<file path="src/rtl/adc_avg_pkg.sv">
// Shared constants and helpers for the adc_avg moving-average filter.
package adc_avg_pkg;

   // Legal range for the log2 window length.
   localparam int unsigned LOG2_N_MIN = 1;
   localparam int unsigned LOG2_N_MAX = 5;

   // Running-sum width: N full-scale samples fit without overflow.
   function automatic int unsigned sum_width(input int unsigned data_w,
                                             input int unsigned log2_n);
      return data_w + log2_n;
   endfunction

endpackage

</file>
<file path="src/rtl/adc_avg_if.sv">
// Sample-in / mean-out bundle for the adc_avg filter.
interface adc_avg_if #(
   parameter int unsigned DATA_W = 8
);
   logic              clear;
   logic              in_valid;
   logic [DATA_W-1:0] in_data;
   logic              out_valid;
   logic [DATA_W-1:0] out_data;
   logic              full;

   // Producer side (ADC master / testbench).
   modport master (
      output clear, in_valid, in_data,
      input  out_valid, out_data, full
   );

   // Filter side.
   modport slave (
      input  clear, in_valid, in_data,
      output out_valid, out_data, full
   );
endinterface

</file>
<file path="src/rtl/adc_avg_buf.sv">
// N-entry circular sample buffer; rdata is the entry about to be overwritten.
module adc_avg_buf #(
   parameter int unsigned DATA_W = 8,
   parameter int unsigned LOG2_N = 3
) (
   input  logic              clk,
   input  logic              rst,
   input  logic              clear,
   input  logic              we,
   input  logic [DATA_W-1:0] wdata,
   output logic [DATA_W-1:0] rdata
);
   localparam int unsigned N = 1 << LOG2_N;

   logic [DATA_W-1:0] mem_q [N];
   logic [LOG2_N-1:0] wr_ptr_q;

   // Oldest sample, read before this cycle's write lands.
   assign rdata = mem_q[wr_ptr_q];

   // Storage and write pointer; pointer wraps naturally at N since N is a power of two.
   always_ff @(posedge clk or posedge rst) begin
      if (rst) begin
         for (int i = 0; i < N; i++) mem_q[i] <= '0;
         wr_ptr_q <= '0;
      end else if (clear) begin
         for (int i = 0; i < N; i++) mem_q[i] <= '0;
         wr_ptr_q <= '0;
      end else if (we) begin
         mem_q[wr_ptr_q] <= wdata;
         wr_ptr_q        <= wr_ptr_q + LOG2_N'(1);
      end
   end

endmodule

</file>
<file path="src/rtl/adc_avg.sv">
// Boxcar moving-average filter: rounded mean of the last 2^LOG2_N samples.
module adc_avg
   import adc_avg_pkg::*;
#(
   parameter int unsigned DATA_W = 8,
   parameter int unsigned LOG2_N = 3   // legal range LOG2_N_MIN..LOG2_N_MAX
) (
   input logic       clk,
   input logic       rst,
   adc_avg_if.slave  bus
);
   localparam int unsigned N     = 1 << LOG2_N;
   localparam int unsigned SUM_W = sum_width(DATA_W, LOG2_N);
   localparam int unsigned CNT_W = LOG2_N + 1;

   logic              accept;
   logic [DATA_W-1:0] old_data;
   logic [SUM_W-1:0]  sum_nxt;
   logic [SUM_W-1:0]  sum_q, sum_d;
   logic [CNT_W-1:0]  cnt_q, cnt_d;
   logic              out_valid_q, out_valid_d;
   logic [DATA_W-1:0] out_data_q, out_data_d;

   adc_avg_buf #(
      .DATA_W (DATA_W),
      .LOG2_N (LOG2_N)
   ) u_buf (
      .clk   (clk),
      .rst   (rst),
      .clear (bus.clear),
      .we    (accept),
      .wdata (bus.in_data),
      .rdata (old_data)
   );

   // Next-state for sum, fill count and output registers; clear beats in_valid.
   always_comb begin
      accept      = bus.in_valid & ~bus.clear;
      // Modular add/sub in full width; the true result is always non-negative.
      sum_nxt     = sum_q + SUM_W'(bus.in_data) - SUM_W'(old_data);
      sum_d       = sum_q;
      cnt_d       = cnt_q;
      out_valid_d = accept;
      out_data_d  = out_data_q;
      if (bus.clear) begin
         sum_d = '0;
         cnt_d = '0;
      end else if (accept) begin
         sum_d = sum_nxt;
         if (cnt_q != CNT_W'(N)) cnt_d = cnt_q + CNT_W'(1);
         // Round half up; the mean never exceeds full scale.
         out_data_d = DATA_W'((sum_nxt + SUM_W'(N / 2)) >> LOG2_N);
      end
   end

   // State registers.
   always_ff @(posedge clk or posedge rst) begin
      if (rst) begin
         sum_q       <= '0;
         cnt_q       <= '0;
         out_valid_q <= 1'b0;
         out_data_q  <= '0;
      end else begin
         sum_q       <= sum_d;
         cnt_q       <= cnt_d;
         out_valid_q <= out_valid_d;
         out_data_q  <= out_data_d;
      end
   end

   assign bus.out_valid = out_valid_q;
   assign bus.out_data  = out_data_q;
   // Derived from cnt_q so it moves on the same edge as out_valid.
   assign bus.full      = (cnt_q == CNT_W'(N));

endmodule

</file>
<file path="src/flat_wrapper.sv">
// flat-port wrapper written by rule: the top's interface ports become plain ports
module adc_avg_flat import adc_avg_pkg::*;
#(
   parameter int unsigned DATA_W = 8,
   parameter int unsigned LOG2_N = 3                                        
)
  (clk, rst, bus_clear, bus_in_valid, bus_in_data, bus_out_valid, bus_out_data, bus_full);
  adc_avg_if #(.DATA_W(DATA_W)) bus_i ();
  input logic clk;
  input logic rst;
  input wire logic [$bits(bus_i.clear)-1:0] bus_clear;
  input wire logic [$bits(bus_i.in_valid)-1:0] bus_in_valid;
  input wire logic [$bits(bus_i.in_data)-1:0] bus_in_data;
  output wire logic [$bits(bus_i.out_valid)-1:0] bus_out_valid;
  output wire logic [$bits(bus_i.out_data)-1:0] bus_out_data;
  output wire logic [$bits(bus_i.full)-1:0] bus_full;
  assign bus_i.clear = bus_clear;
  assign bus_i.in_valid = bus_in_valid;
  assign bus_i.in_data = bus_in_data;
  assign bus_out_valid = bus_i.out_valid;
  assign bus_out_data = bus_i.out_data;
  assign bus_full = bus_i.full;
  adc_avg #(.DATA_W(DATA_W), .LOG2_N(LOG2_N)) u_core (.clk(clk), .rst(rst), .bus(bus_i));
endmodule
</file>
<file path="config.mk">
export PLATFORM = sky130hd
export DESIGN_NAME = adc_avg_flat
export DESIGN_NICKNAME = d
export VERILOG_FILES = /design/src/rtl/adc_avg_pkg.sv /design/src/rtl/adc_avg_if.sv /design/src/rtl/adc_avg_buf.sv /design/src/rtl/adc_avg.sv /design/src/flat_wrapper.sv
export SDC_FILE = /design/constraint.sdc
export NUM_CORES = 1
export LEC_CHECK = 0
export BUFFER_PORTS_ARGS = -buffer_cell sky130_fd_sc_hd__buf_2
export CAP_MARGIN = 20
export CORE_MARGIN = 2
export CORE_UTILIZATION = 45
export CTS_BUF_LIST = sky130_fd_sc_hd__clkbuf_4
export CTS_CLUSTER_DIAMETER = 50
export DETAILED_ROUTE_END_ITERATION = 8
export HOLD_SLACK_MARGIN = 0.06
export PLACE_DENSITY = 0.62
export SETUP_SLACK_MARGIN = 0.1
export SKIP_CTS_REPAIR_TIMING = 1
export SYNTH_ARGS = -nofsm -noshare
export SYNTH_HDL_FRONTEND = slang
export SYNTH_HIERARCHICAL = 1
export SYNTH_SLANG_ARGS = --single-unit
</file>
<file path="constraint.sdc">
create_clock -name clk -period 3.5 [get_ports clk]
set_input_delay 0.175 -clock clk [delete_from_list [all_inputs] [get_ports clk]]
set_output_delay 0.175 -clock clk [all_outputs]
set_load 0.05 [all_outputs]
</file>
==> impl_summary.log, run 1 <==
[metrics] final count of hold timing violations: 0
[metrics] type of element capturing the critical path: register
[metrics] global routing usage on met3: 0.0324
[metrics] clock-pin transition on the worst setup and hold timing paths: 0.14 ns
[metrics] placed inst area: 5930 µm²
[metrics] layout overhead on the synthesized area: 19.8%
[metrics] arithmetic-cell share of the synthesized area counting full adders, half adders and majority gates: 0.0646
[metrics] Non-Filler Cell Area, Final: 6450 µm²
[metrics] gate family responsible for the most delay along the worst path: multiplexers
[metrics] clock tree from TritonCTS: built
[metrics] Routed wire per std cell: 17.9 µm
[metrics] Non-Filler Instances: 744
[metrics] die height: 113 µm
[metrics] type of the setup path with the least slack: reg2reg
[metrics] clock network fraction of total power: 0.134
[metrics] number of cells on the worst hold path: 3
[metrics] final WL: 13.3 mm
[metrics] failing checks: negative setup slack
[metrics] via count of the first global-routing pass: 4083
[metrics] multiplexer share of the synthesized area: 0.145
[metrics] final worst-path cycle share: 1.06
[metrics] Reg2Reg Setup Slack: -0.21 ns
[metrics] area taken by multi-input logic gates: 3010 µm²
[metrics] largest buffer count on any clock path: 2
[metrics] worst-case reg-to-reg path depth: 13
[metrics] path type of the worst min-delay path: in2reg
[metrics] grt met1 use: 0.266
[metrics] initial antenna violation count: 0
[metrics] data arrival at the endpoint of the critical path: 4.08 ns
[metrics] sequential cell fraction of total power: 0.269
[metrics] PD cells: 697 nW/µm²
[metrics] total I/O pin count: 22
[metrics] GRT Resource Usage Total: 0.208
[metrics] Top FF cell, synth: dfrtp_1
[metrics] Die X: 113 µm
[metrics] initial core utilization: 0.466
[metrics] fraction of final layout cells sized beyond drive strength 1: 0.276
[metrics] dominant combinational cell family by area after synthesis: simple AND/OR/NAND/NOR gates
[metrics] gr busiest metal: met2
[metrics] Setup TNS Final: -1.22 ns
[metrics] number of port buffers: 21
[metrics] share of the synthesized area in compound gates (AO/OA/AOI/OAI): 0.0969
[metrics] tightest slew margin relative to the limit: 0.369
[metrics] synthesized-area fraction occupied by xor and xnor cells: 0.0318
[metrics] Worst EP required: 3.87 ns
[metrics] fraction of the mapped netlist area in simple logic gates: 0.170
[metrics] net switching power figure: 1830 µW
[metrics] drc violations: 0
[metrics] setup repair after global routing missed its margin: yes
[metrics] Power, Total: 4500 µW
[metrics] internal portion of total power: 2670 µW
[metrics] antenna violation net count after detailed routing: 0
[metrics] Die Area: 12900 µm²
[metrics] Max Fanout on Critical Path: 7
[metrics] Maximum Capacitance Violations: 0
[metrics] number of standard cells after synthesis: 542
[metrics] count of flip-flops with a built-in enable after synthesis: 0
[metrics] number of nets in the finished design: 631
[metrics] insertion delay of the later-clocked pin in the worst-skew pair: 0.47 ns
[metrics] Async S/R FF share, synth: 1.00
[metrics] Post-Route Skew: 0.00916 ns
[metrics] Worst Slack Setup Final: -0.211 ns
[metrics] worst-path cell with the longest stage delay: mux4_2
[metrics] standard cell core area: 11600 µm²
[metrics] Synth Register Bits: 91
[metrics] Inserted Clock Buffers: 9
[metrics] Pre-Repair DR Iteration Count: 4
[metrics] GPL Wtd Cong: 0.841
[metrics] number of distinct library cells after synthesis: 67
[metrics] Hold Crit Start: bus_in_valid
[metrics] cells along the critical path: buf_8, mux4_2, mux2_4, fa_1, inv_1, ha_4, nand2_2, a2111oi_4, nor4_2, nand4b_4, nand2_1, a31oi_1, a221o_1
[metrics] result of the run: finished, violations left
[metrics] post-synthesis average cell area: 9.94 µm²
[metrics] grt total ovfl: 0
[metrics] number of fill cells in the layout: 1010
[metrics] total clock sinks: 91
[metrics] share of synthesized area occupied by flip-flops and latches: 0.423
[metrics] Worst path max stage delay: 0.53 ns
[metrics] Inserted Diodes: 0
[metrics] fraction of power consumed by combinational cells: 0.597
[metrics] post-synthesis instance area: 5390 µm²
[metrics] routed via count divided by cell count: 5.47
[metrics] root buffer cell: clkbuf_4
[metrics] sum of buffers and inverters on the critical path: 2
[metrics] Vias: 4073
[metrics] Final Slew Violations: 0
[metrics] maximum number of pins on one net before global-route repair: 83
[metrics] HPWL Detailed: 8.79 mm
[metrics] peak supply drop: 0.287 mV
[metrics] switching power share of the total: 0.406
[metrics] Post-Syn Nets: 577
[metrics] startpoint types: register
[metrics] maximum clock rate: 270 MHz
[metrics] iteration-0 DRC count of the detailed router: 288
[metrics] global-route track usage on met2: 0.355
[metrics] FF+latch area: 2280 µm²
[metrics] number of rows in the core area: 39
[metrics] startpoint of the worst register-to-register path: u_core/u_buf/wr_ptr_q[0]$_DFFE_PP0P_
[metrics] Worst Max-Slew Pin Slew: 0.946 ns
[metrics] reg-to-reg endpoint: u_core/bus.out_data[6]$_DFFE_PP0P_
[metrics] global-route wire length before repair: 21.0 mm
[metrics] Final Setup Violations: 12
[metrics] total instance count after detailed placement: 710
[metrics] Synthesis Warnings: 6
[metrics] H-tree level count: 3
[metrics] endpoint with the worst hold slack: u_core/cnt_q[1]$_DFFE_PP0P_
[metrics] Period minus WS final: 3.71 ns
[metrics] leakage power figure: 0.00282 µW
-- metrics by stage --
stage,hold WS (ns),setup WS (ns),utilization
2_1_floorplan,0.190,-0.0436,-
3_3_place_gp,0.238,-0.238,0.513
3_5_place_dp,0.243,-0.323,0.513
4_1_cts,-0.287,-0.349,0.525
5_1_grt,0.182,-0.366,0.558
6_report,0.178,-0.211,0.558
-- power groups by stage --
stage                     sequential (µW)  combinational [µW]  clock, µW
after detailed placement             1230                2190          0
final                                1210                2690        601
after CTS                            1210                2200        616
after global routing                 1220                2890        660
after floorplan                      1380                1380          0
after global placement               1230                2150          0
-- logic make-up after synthesis --
family	count (synthesis)
flops	91
fa+ha+maj	23
mux	58
buf+inv	83
compound gates	81
simple gates	189
xor+xnor	17
-- layer usage --
layer | wire, µm | up-vias
met5 | 0 | -
met4 | 233 | 0
met3 | 437 | 21
met2 | 6770 | 78
met1 | 5890 | 2039
li1 | - | 1935
-- worst reg2reg max path: stages (launching register included) --
cell,delay [ns]
dfrtp_2,0.47
buf_8,0.17
mux4_2,0.53
mux2_4,0.30
fa_1,0.51
inv_1,0.06
ha_4,0.31
nand2_2,0.08
a2111oi_4,0.44
nor4_2,0.11
nand4b_4,0.22
nand2_1,0.10
a31oi_1,0.05
a221o_1,0.26
-- layout by cell type, fill, tap and decap left out, drive strengths merged, types with 4 or more instances in the layout --
master,count
mux2i,35
nor3,4
clkbuf,12
xnor2,11
buf,72
a21oi,48
o21ai,10
nand4,5
inv,44
dlygate4sd3,9
nand4b,4
nand2,100
mux4,12
fa,8
ha,15
nand3,7
dfrtp,91
xor2,6
mux2,11
nor2,47
-- flip-flops by register name, indices dropped and copies added, names as in the netlist --
name	count
u_core/u_buf/mem_q	64
u_core/sum_q	11
u_core/bus.out_data	8
u_core/cnt_q	4
u_core/u_buf/wr_ptr_q	3
u_core/bus.out_valid	1
-- cell type report --
type | count | area share
Inverter | 44 | 0.0260
Clock buffer | 11 | 0.0128
Timing Repair Buffer | 82 | 0.105
Sequential cell | 91 | 0.353
Clock inverter | 5 | 0.00833
Tap cell | 143 | 0.0277
Multi-Input combinational cell | 368 | 0.467
-- Yosys cell counts, types with 2 or more instances --
master | count | share of area
ha_1 | 15 | 0.035
mux2i_1 | 35 | 0.065
mux2_2 | 11 | 0.023
fa_1 | 8 | 0.030
o21ai_1 | 2 | 0.0019
xor2_1 | 5 | 0.0081
nand2b_1 | 2 | 0.0023
buf_1 | 4 | 0.0028
nand4b_1 | 3 | 0.0049
a21o_2 | 2 | 0.0033
nand4_1 | 5 | 0.0058
xnor2_1 | 9 | 0.015
nand3b_1 | 3 | 0.0042
a21oi_1 | 45 | 0.042
clkbuf_1 | 20 | 0.014
mux4_1 | 10 | 0.049
mux4_2 | 2 | 0.0084
and4b_1 | 3 | 0.0056
and4bb_2 | 3 | 0.0070
nand3_1 | 7 | 0.0065
nor2_1 | 47 | 0.033
o21ai_0 | 8 | 0.0074
buf_4 | 8 | 0.011
dfrtp_1 | 91 | 0.42
buf_2 | 4 | 0.0037
xnor2_2 | 2 | 0.0060
a31oi_1 | 3 | 0.0035
a221o_1 | 2 | 0.0037
nand2_1 | 99 | 0.069
a21oi_2 | 3 | 0.0049
inv_1 | 44 | 0.031
nor3_1 | 2 | 0.0019
-- worst max-delay path by stage --
stage / startpoint / to / cells past startpoint
after floorplan: u_core/u_buf/wr_ptr_q[0]$_DFFE_PP0P_ / u_core/bus.out_data[6]$_DFFE_PP0P_ / 14
after global placement: u_core/u_buf/wr_ptr_q[0]$_DFFE_PP0P_ / u_core/bus.out_data[7]$_DFFE_PP0P_ / 14
after detailed placement: u_core/u_buf/wr_ptr_q[0]$_DFFE_PP0P_ / u_core/bus.out_data[6]$_DFFE_PP0P_ / 13
after CTS: u_core/u_buf/wr_ptr_q[0]$_DFFE_PP0P_ / u_core/bus.out_data[6]$_DFFE_PP0P_ / 13
after global routing: u_core/u_buf/wr_ptr_q[2]$_DFFE_PP0P_ / u_core/bus.out_data[7]$_DFFE_PP0P_ / 15
final: u_core/u_buf/wr_ptr_q[0]$_DFFE_PP0P_ / u_core/bus.out_data[6]$_DFFE_PP0P_ / 13
Note: power is estimated with default switching activity, not from simulation.
==> run 2: changes to the inputs <==
--- a/config.mk
+++ b/config.mk
@@ -5,6 +5,7 @@
 export SDC_FILE = /design/constraint.sdc
 export NUM_CORES = 1
 export LEC_CHECK = 0
+export ABC_CLOCK_PERIOD_IN_PS = 3950
 export BUFFER_PORTS_ARGS = -buffer_cell sky130_fd_sc_hd__buf_2
 export CAP_MARGIN = 20
 export CORE_MARGIN = 2
@@ -13,7 +14,7 @@
 export CTS_CLUSTER_DIAMETER = 50
 export DETAILED_ROUTE_END_ITERATION = 8
 export HOLD_SLACK_MARGIN = 0.06
-export PLACE_DENSITY = 0.62
+export PLACE_DENSITY = 0.59
 export SETUP_SLACK_MARGIN = 0.1
 export SKIP_CTS_REPAIR_TIMING = 1
 export SYNTH_ARGS = -nofsm -noshare
==> constraint.sdc (replaced) <==
create_clock -name clk -period 3.95 [get_ports clk]
set_input_delay 0.1975 -clock clk [delete_from_list [all_inputs] [get_ports clk]]
set_output_delay 0.1975 -clock clk [all_outputs]
set_load 0.05 [all_outputs]
==> impl_summary.log, run 2 (synthesis results as in run 1) <==
[metrics] result of the run: completed
[metrics] worst-case reg-to-reg path depth: 13 (unchanged)
[metrics] Non-Filler Cell Area, Final: 6260 µm² (-3.1%)
[metrics] sum of buffers and inverters on the critical path: 2 (unchanged)
[metrics] Worst EP required: 4.32 ns (+0.45 ns)
[metrics] startpoint types: register
[metrics] leakage power figure: 0.00273 µW (-3.2%)
[metrics] reg-to-reg endpoint: u_core/bus.out_data[6]$_DFFE_PP0P_
[metrics] amount of wire on met3 after detailed routing: 733 µm (+68%)
[metrics] final count of hold timing violations: 0 (unchanged)
[metrics] Setup TNS Final: 0 ns (+1.22 ns)
[metrics] type of the setup path with the least slack: reg2reg
[metrics] Period minus WS final: 3.80 ns (+0.0933 ns)
[metrics] antenna violation net count after detailed routing: 0 (unchanged)
[metrics] total I/O pin count: 22 (unchanged)
[metrics] initial core utilization: 0.466 (unchanged)
[metrics] standard cell core area: 11600 µm² (unchanged)
[metrics] insertion delay of the later-clocked pin in the worst-skew pair: 0.48 ns (about the same)
[metrics] gate family responsible for the most delay along the worst path: compound AO/OA/AOI/OAI gates
[metrics] Vias: 3950 (-3.0%)
[metrics] Reg2Reg Setup Slack: 0.15 ns (+0.36 ns)
[metrics] drc violations: 0 (unchanged)
[metrics] root buffer cell: clkbuf_4
[metrics] maximum clock rate: 263 MHz (-2.5%)
[metrics] die height: 113 µm (unchanged)
[metrics] total instance count after detailed placement: 684 (-3.7%)
[metrics] Inserted Diodes: 0 (unchanged)
[metrics] number of nets in the finished design: 611 (-3.2%)
[metrics] path type of the worst min-delay path: in2async
[metrics] GPL Wtd Cong: 0.809 (-3.8%)
[metrics] DRT met1 WL: 5.77 mm (-1.9%)
[metrics] Max Fanout on Critical Path: 7 (unchanged)
[metrics] Worst Slack Setup Final: 0.146 ns (+0.357 ns)
[metrics] clock tree from TritonCTS: built
[metrics] layout overhead on the synthesized area: 16.1%
[metrics] PD cells: 610 nW/µm² (-12%)
[metrics] maximum number of pins on one net before global-route repair: 83 (unchanged)
[metrics] worst hold margin: 0.191 ns (+0.0122 ns)
[metrics] Final Setup Violations: 0 (-12)
[metrics] Worst path max stage delay: 0.50 ns (-0.03 ns)
[metrics] most common cell after layout, fill and taps aside: nand2_1
[metrics] global-route wire length before repair: 20.8 mm (-1.0%)
[metrics] most flop-heavy register: u_core/u_buf/mem_q
[metrics] Routed wire per std cell: 18.4 µm (+2.5%)
[metrics] worst-path cell with the longest stage delay: fa_1
[metrics] setup repair after global routing missed its margin: yes
[metrics] Die X: 113 µm (unchanged)
[metrics] routed via count divided by cell count: 5.46 (-0.20%)
[metrics] GRT Resource Usage Total: 0.213 (+0.00453)
[metrics] crit path from: u_core/u_buf/wr_ptr_q[0]$_DFFE_PP0P_
[metrics] fraction of final layout cells sized beyond drive strength 1: 0.234 (-0.0417)
[metrics] Final Slew Violations: 0 (unchanged)
[metrics] tightest slew margin relative to the limit: 0.403 (+0.0347)
[metrics] peak supply drop: 0.301 mV (+4.6%)
[metrics] most used cells in the layout excluding fill and tap cells: nand2_1, dfrtp_1, nor2_1, a21oi_1, inv_1
[metrics] via count of the first global-routing pass: 3923 (-3.9%)
[metrics] Non-Filler Instances: 723 (-2.8%)
[metrics] total clock sinks: 91 (unchanged)
[metrics] topmost layer with routed signal wires: met4
[metrics] number of flip-flops in the largest register: 64 (unchanged)
[metrics] type of element capturing the critical path: register
[metrics] iteration-0 DRC count of the detailed router: 301 (+4.5%)
[metrics] cells along the critical path: buf_8, mux4_2, mux2_4, fa_1, inv_1, ha_1, a21o_2, a21oi_2, a21boi_1, o21ai_1, a21oi_4, and3_1, a221o_1
[metrics] Pre-Repair DR Iteration Count: 4 (unchanged)
[metrics] number of port buffers: 21 (unchanged)
[metrics] grt total ovfl: 0 (unchanged)
[metrics] initial antenna violation count: 0 (unchanged)
[metrics] final WL: 13.3 mm (-0.39%)
[metrics] amount of wire on met2 after detailed routing: 6.52 mm (-3.7%)
[metrics] number of rows in the core area: 39 (unchanged)
[metrics] Die Area: 12900 µm² (unchanged)
[metrics] final worst-path cycle share: 0.963 (-0.0971)
[metrics] placed inst area: 5590 µm² (-5.8%)
[metrics] Maximum Capacitance Violations: 0 (unchanged)
[metrics] H-tree level count: 3 (unchanged)
[metrics] number of cells on the critical path: 13 (unchanged)
[metrics] largest buffer count on any clock path: 2 (unchanged)
[metrics] Post-Route Skew: 0.0216 ns (+0.0124 ns)
[metrics] HPWL Detailed: 8.61 mm (-2.0%)
[metrics] pre-CTS setup slack: 0.0768 ns (+0.400 ns)
[metrics] Worst Max-Slew Pin Slew: 0.895 ns (-0.0510 ns)
[metrics] startpoint of the worst register-to-register path: u_core/u_buf/wr_ptr_q[0]$_DFFE_PP0P_
[metrics] clock-pin transition on the worst setup and hold timing paths: 0.15 ns (about the same)
[metrics] Inserted Clock Buffers: 9 (unchanged)
[metrics] number of fill cells in the layout: 1034 (+2.4%)
[metrics] data arrival at the endpoint of the critical path: 4.17 ns (+0.09 ns)
## run 2: layout make-up
type	count	area (µm²)	area share
clock buffers	10	75.1	0.0120
clock inverters	5	85.1	0.0136
inverters	44	165	0.0264
multi-input cells	368	2980	0.476
flip-flops and latches	91	2280	0.364
well taps	143	179	0.0286
repair buffers	62	495	0.0792
## run 2: power breakdown
part | switching [µW] | leakage (µW) | total [µW] | internal [µW]
combinational | 1170 | 0.00140 | 2140 | 965
clock | 336 | 0.0000835 | 601 | 265
sequential | 55.9 | 0.00124 | 1080 | 1020
total | 1560 | 0.00273 | 3820 | 2250
## run 2: worst reg2reg max path, stage by stage, from the launching register on
cell	delay [ns]
dfrtp_2	0.49
buf_8	0.17
mux4_2	0.50
mux2_4	0.30
fa_1	0.50
inv_1	0.04
ha_1	0.31
a21o_2	0.23
a21oi_2	0.21
a21boi_1	0.09
o21ai_1	0.25
a21oi_4	0.13
and3_1	0.19
a221o_1	0.29
## run 2: layer usage
metal  GRT usage  up-vias
li1            -     1895
met1       0.276     1941
met2       0.355       95
met3      0.0499       19
met4      0.0691        0
met5           0        -
## run 2: metrics by stage
stage	util	total power (µW)
after CTS	0.497	3350
after global placement	0.484	2700
after global routing	0.541	4050
after floorplan	-	2340
final	0.541	3820
after detailed placement	0.484	2740
## run 2: worst max-delay path by stage
| stage | end | slack [ns] |
|---|---|---|
| after global routing | u_core/bus.out_data[7]$_DFFE_PP0P_ | 0.04 |
| after detailed placement | u_core/bus.out_data[6]$_DFFE_PP0P_ | 0.08 |
| after CTS | u_core/bus.out_data[6]$_DFFE_PP0P_ | 0.04 |
| after global placement | u_core/bus.out_data[6]$_DFFE_PP0P_ | 0.13 |
| final | u_core/bus.out_data[6]$_DFFE_PP0P_ | 0.15 |
| after floorplan | u_core/bus.out_data[7]$_DFFE_PP0P_ | 0.22 |
==> run 3: changes to the inputs <==
==> constraint.sdc (replaced) <==
create_clock -name clk -period 3.95 [get_ports clk]
set_input_delay 0.79 -clock clk [delete_from_list [all_inputs] [get_ports clk]]
set_output_delay 0.79 -clock clk [all_outputs]
set_load 0.05 [all_outputs]
==> impl_summary.log, run 3 (synthesis results as in run 1) <==
[metrics] type of element capturing the critical path: register
[metrics] drc violations: 0 (unchanged)
[metrics] insertion delay of the later-clocked pin in the worst-skew pair: 0.48 ns (about the same)
[metrics] clock network fraction of total power: 0.148 (-0.010)
[metrics] most used cells in the layout excluding fill and tap cells: nand2_1, dfrtp_1, nor2_1, a21oi_1, inv_1
[metrics] worst-path cell with the longest stage delay: mux4_1
[metrics] initial core utilization: 0.466 (unchanged)
[metrics] GRT Resource Usage Total: 0.208 (-0.00510)
[metrics] Non-Filler Cell Area, Final: 6110 µm² (-2.3%)
[metrics] standard cell core area: 11600 µm² (unchanged)
[metrics] fraction of final layout cells sized beyond drive strength 1: 0.229 (-0.00506)
[metrics] clock tree from TritonCTS: built
[metrics] Max Fanout on Critical Path: 7 (unchanged)
[metrics] DRT met1 WL: 5.74 mm (-0.54%)
[metrics] Final Setup Violations: 0 (unchanged)
[metrics] number of port buffers: 21 (unchanged)
[metrics] startpoint types: register
[metrics] tightest slew margin relative to the limit: 0.369 (-0.0346)
[metrics] type of the setup path with the least slack: reg2reg
[metrics] PD cells: 586 nW/µm² (-3.9%)
[metrics] most flop-heavy register: u_core/u_buf/mem_q
[metrics] path type of the worst min-delay path: in2async
[metrics] Post-Route Skew: 0.0169 ns (-0.00462 ns)
[metrics] iteration-0 DRC count of the detailed router: 180 (-40%)
[metrics] setup repair after global routing missed its margin: no
[metrics] H-tree level count: 3 (unchanged)
[metrics] Inserted Clock Buffers: 9 (unchanged)
[metrics] total clock sinks: 91 (unchanged)
[metrics] Maximum Capacitance Violations: 0 (unchanged)
[metrics] internal portion of total power: 2100 µW (-6.9%)
[metrics] most common cell after layout, fill and taps aside: nand2_1
[metrics] cells along the critical path: buf_12, mux4_1, mux2_2, fa_1, inv_1, ha_4, a21oi_1, o21ai_1, a21oi_2, xor2_2, nor3_4, and3_1, a221o_1
[metrics] amount of wire on met3 after detailed routing: 554 µm (-24%)
[metrics] total I/O pin count: 22 (unchanged)
[metrics] topmost layer with routed signal wires: met4
[metrics] number of rows in the core area: 39 (unchanged)
[metrics] final worst-path cycle share: 0.955 (-0.00829)
[metrics] initial antenna violation count: 0 (unchanged)
[metrics] Worst path max stage delay: 0.53 ns (+0.03 ns)
[metrics] fraction of power consumed by combinational cells: 0.552 (-0.008)
[metrics] Final Slew Violations: 0 (unchanged)
[metrics] HPWL Detailed: 8.38 mm (-2.7%)
[metrics] Die X: 113 µm (unchanged)
[metrics] grt total ovfl: 0 (unchanged)
[metrics] clock-pin transition on the worst setup and hold timing paths: 0.15 ns (about the same)
[metrics] number of flip-flops in the largest register: 64 (unchanged)
[metrics] final WL: 12.6 mm (-5.2%)
[metrics] maximum clock rate: 265 MHz (+0.87%)
[metrics] global-route wire length before repair: 20.4 mm (-1.8%)
[metrics] layout overhead on the synthesized area: 13.5%
[metrics] routed via count divided by cell count: 5.48 (+0.34%)
[metrics] Setup TNS Final: 0 ns (unchanged)
[metrics] maximum number of pins on one net before global-route repair: 83 (unchanged)
[metrics] final count of hold timing violations: 0 (unchanged)
[metrics] Inserted Diodes: 0 (unchanged)
[metrics] peak supply drop: 0.262 mV (-13%)
[metrics] root buffer cell: clkbuf_4
[metrics] placed inst area: 5620 µm² (+0.58%)
[metrics] net switching power figure: 1490 µW (-5.0%)
[metrics] switching power share of the total: 0.415 (+0.00470)
[metrics] data arrival at the endpoint of the critical path: 4.14 ns (-0.03 ns)
[metrics] result of the run: completed
[metrics] Routed wire per std cell: 17.6 µm (-4.0%)
[metrics] leakage power figure: 0.00267 µW (-2.2%)
[metrics] GPL Wtd Cong: 0.861 (+6.5%)
[metrics] number of fill cells in the layout: 1073 (+3.8%)
[metrics] number of nets in the finished design: 601 (-1.6%)
[metrics] sequential cell fraction of total power: 0.300 (+0.018)
[metrics] largest buffer count on any clock path: 2 (unchanged)
[metrics] antenna violation net count after detailed routing: 0 (unchanged)
[metrics] area taken by multi-input logic gates: 2920 µm² (-1.8%)
[metrics] Die Area: 12900 µm² (unchanged)
[metrics] via count of the first global-routing pass: 3871 (-1.3%)
[metrics] amount of wire on met2 after detailed routing: 6.09 mm (-6.6%)
[metrics] Worst Max-Slew Pin Slew: 0.946 ns (+0.0505 ns)
[metrics] Vias: 3914 (-0.91%)
[metrics] Pre-Repair DR Iteration Count: 5 (+1)
[metrics] FF+latch area: 2280 µm² (unchanged)
[metrics] Worst EP required: 4.32 ns (about the same)
[metrics] Period minus WS final: 3.77 ns (-0.0328 ns)
[metrics] die height: 113 µm (unchanged)
run 3: routing by layer:
metal,vias to the layer above,global-route usage
li1,1883,-
met1,1936,0.286
met2,78,0.333
met3,17,0.0457
met4,0,0.0602
met5,-,0
run 3: power groups by stage:
stage                     logic (µW)  registers [µW]  clock network [µW]
after detailed placement        1630            1090                   0
after floorplan                 1120            1220                   0
after CTS                       1630            1070                 555
final                           1980            1070                 530
after global placement          1620            1090                   0
after global routing            2160            1090                 593
run 3: worst max-delay path: cells and delay by family (launching register included):
kind                       cells  cell delay [ns]
AOI/OAI and AO/OA              4             0.79
xor gates and xnor gates       1             0.28
adders and majority gates      2             0.77
buffers and inverters          2             0.22
DFF                            1             0.49
muxes                          2             0.85
and+or+nand+nor                2             0.24
run 3: worst paths after layout:
check / start / end / slack, ns / depth (start not counted)
max in group asynchronous: rst / u_core/u_buf/mem_q[12]$_DFFE_PP0P_ / 2.54 / 3
worst max-delay path: u_core/u_buf/wr_ptr_q[0]$_DFFE_PP0P_ / u_core/bus.out_data[6]$_DFFE_PP0P_ / 0.18 / 13
worst min-delay path: rst / u_core/cnt_q[3]$_DFFE_PP0P_ / 0.22 / 2
worst max register to register: u_core/u_buf/wr_ptr_q[0]$_DFFE_PP0P_ / u_core/bus.out_data[6]$_DFFE_PP0P_ / 0.18 / 13
worst min register to register: u_core/bus.out_data[2]$_DFFE_PP0P_ / u_core/bus.out_data[2]$_DFFE_PP0P_ / 0.49 / 2
min in group clk: u_core/bus.out_data[2]$_DFFE_PP0P_ / u_core/bus.out_data[2]$_DFFE_PP0P_ / 0.49 / 2
run 3: final cells by class:
type                            count  share of cell area
Timing Repair Buffer               52              0.0690
Inverter                           44              0.0270
Clock buffer                        9              0.0111
Tap cell                          143              0.0293
Sequential cell                    91               0.373
Clock inverter                      7              0.0123
Multi-Input combinational cell    368               0.478
run 3: stage by stage:
step	std cells	hold slack, ns	worst slack, ns	total power [µW]	utilization
after global placement	685	0.464	0.0457	2700	0.486
after detailed placement	685	0.466	0.0268	2720	0.486
after global routing	714	0.182	0.0590	3840	0.529
final	714	0.217	0.179	3580	0.529
after floorplan	542	0.477	0.219	2340	-
after CTS	701	0.499	-0.00633	3260	0.499
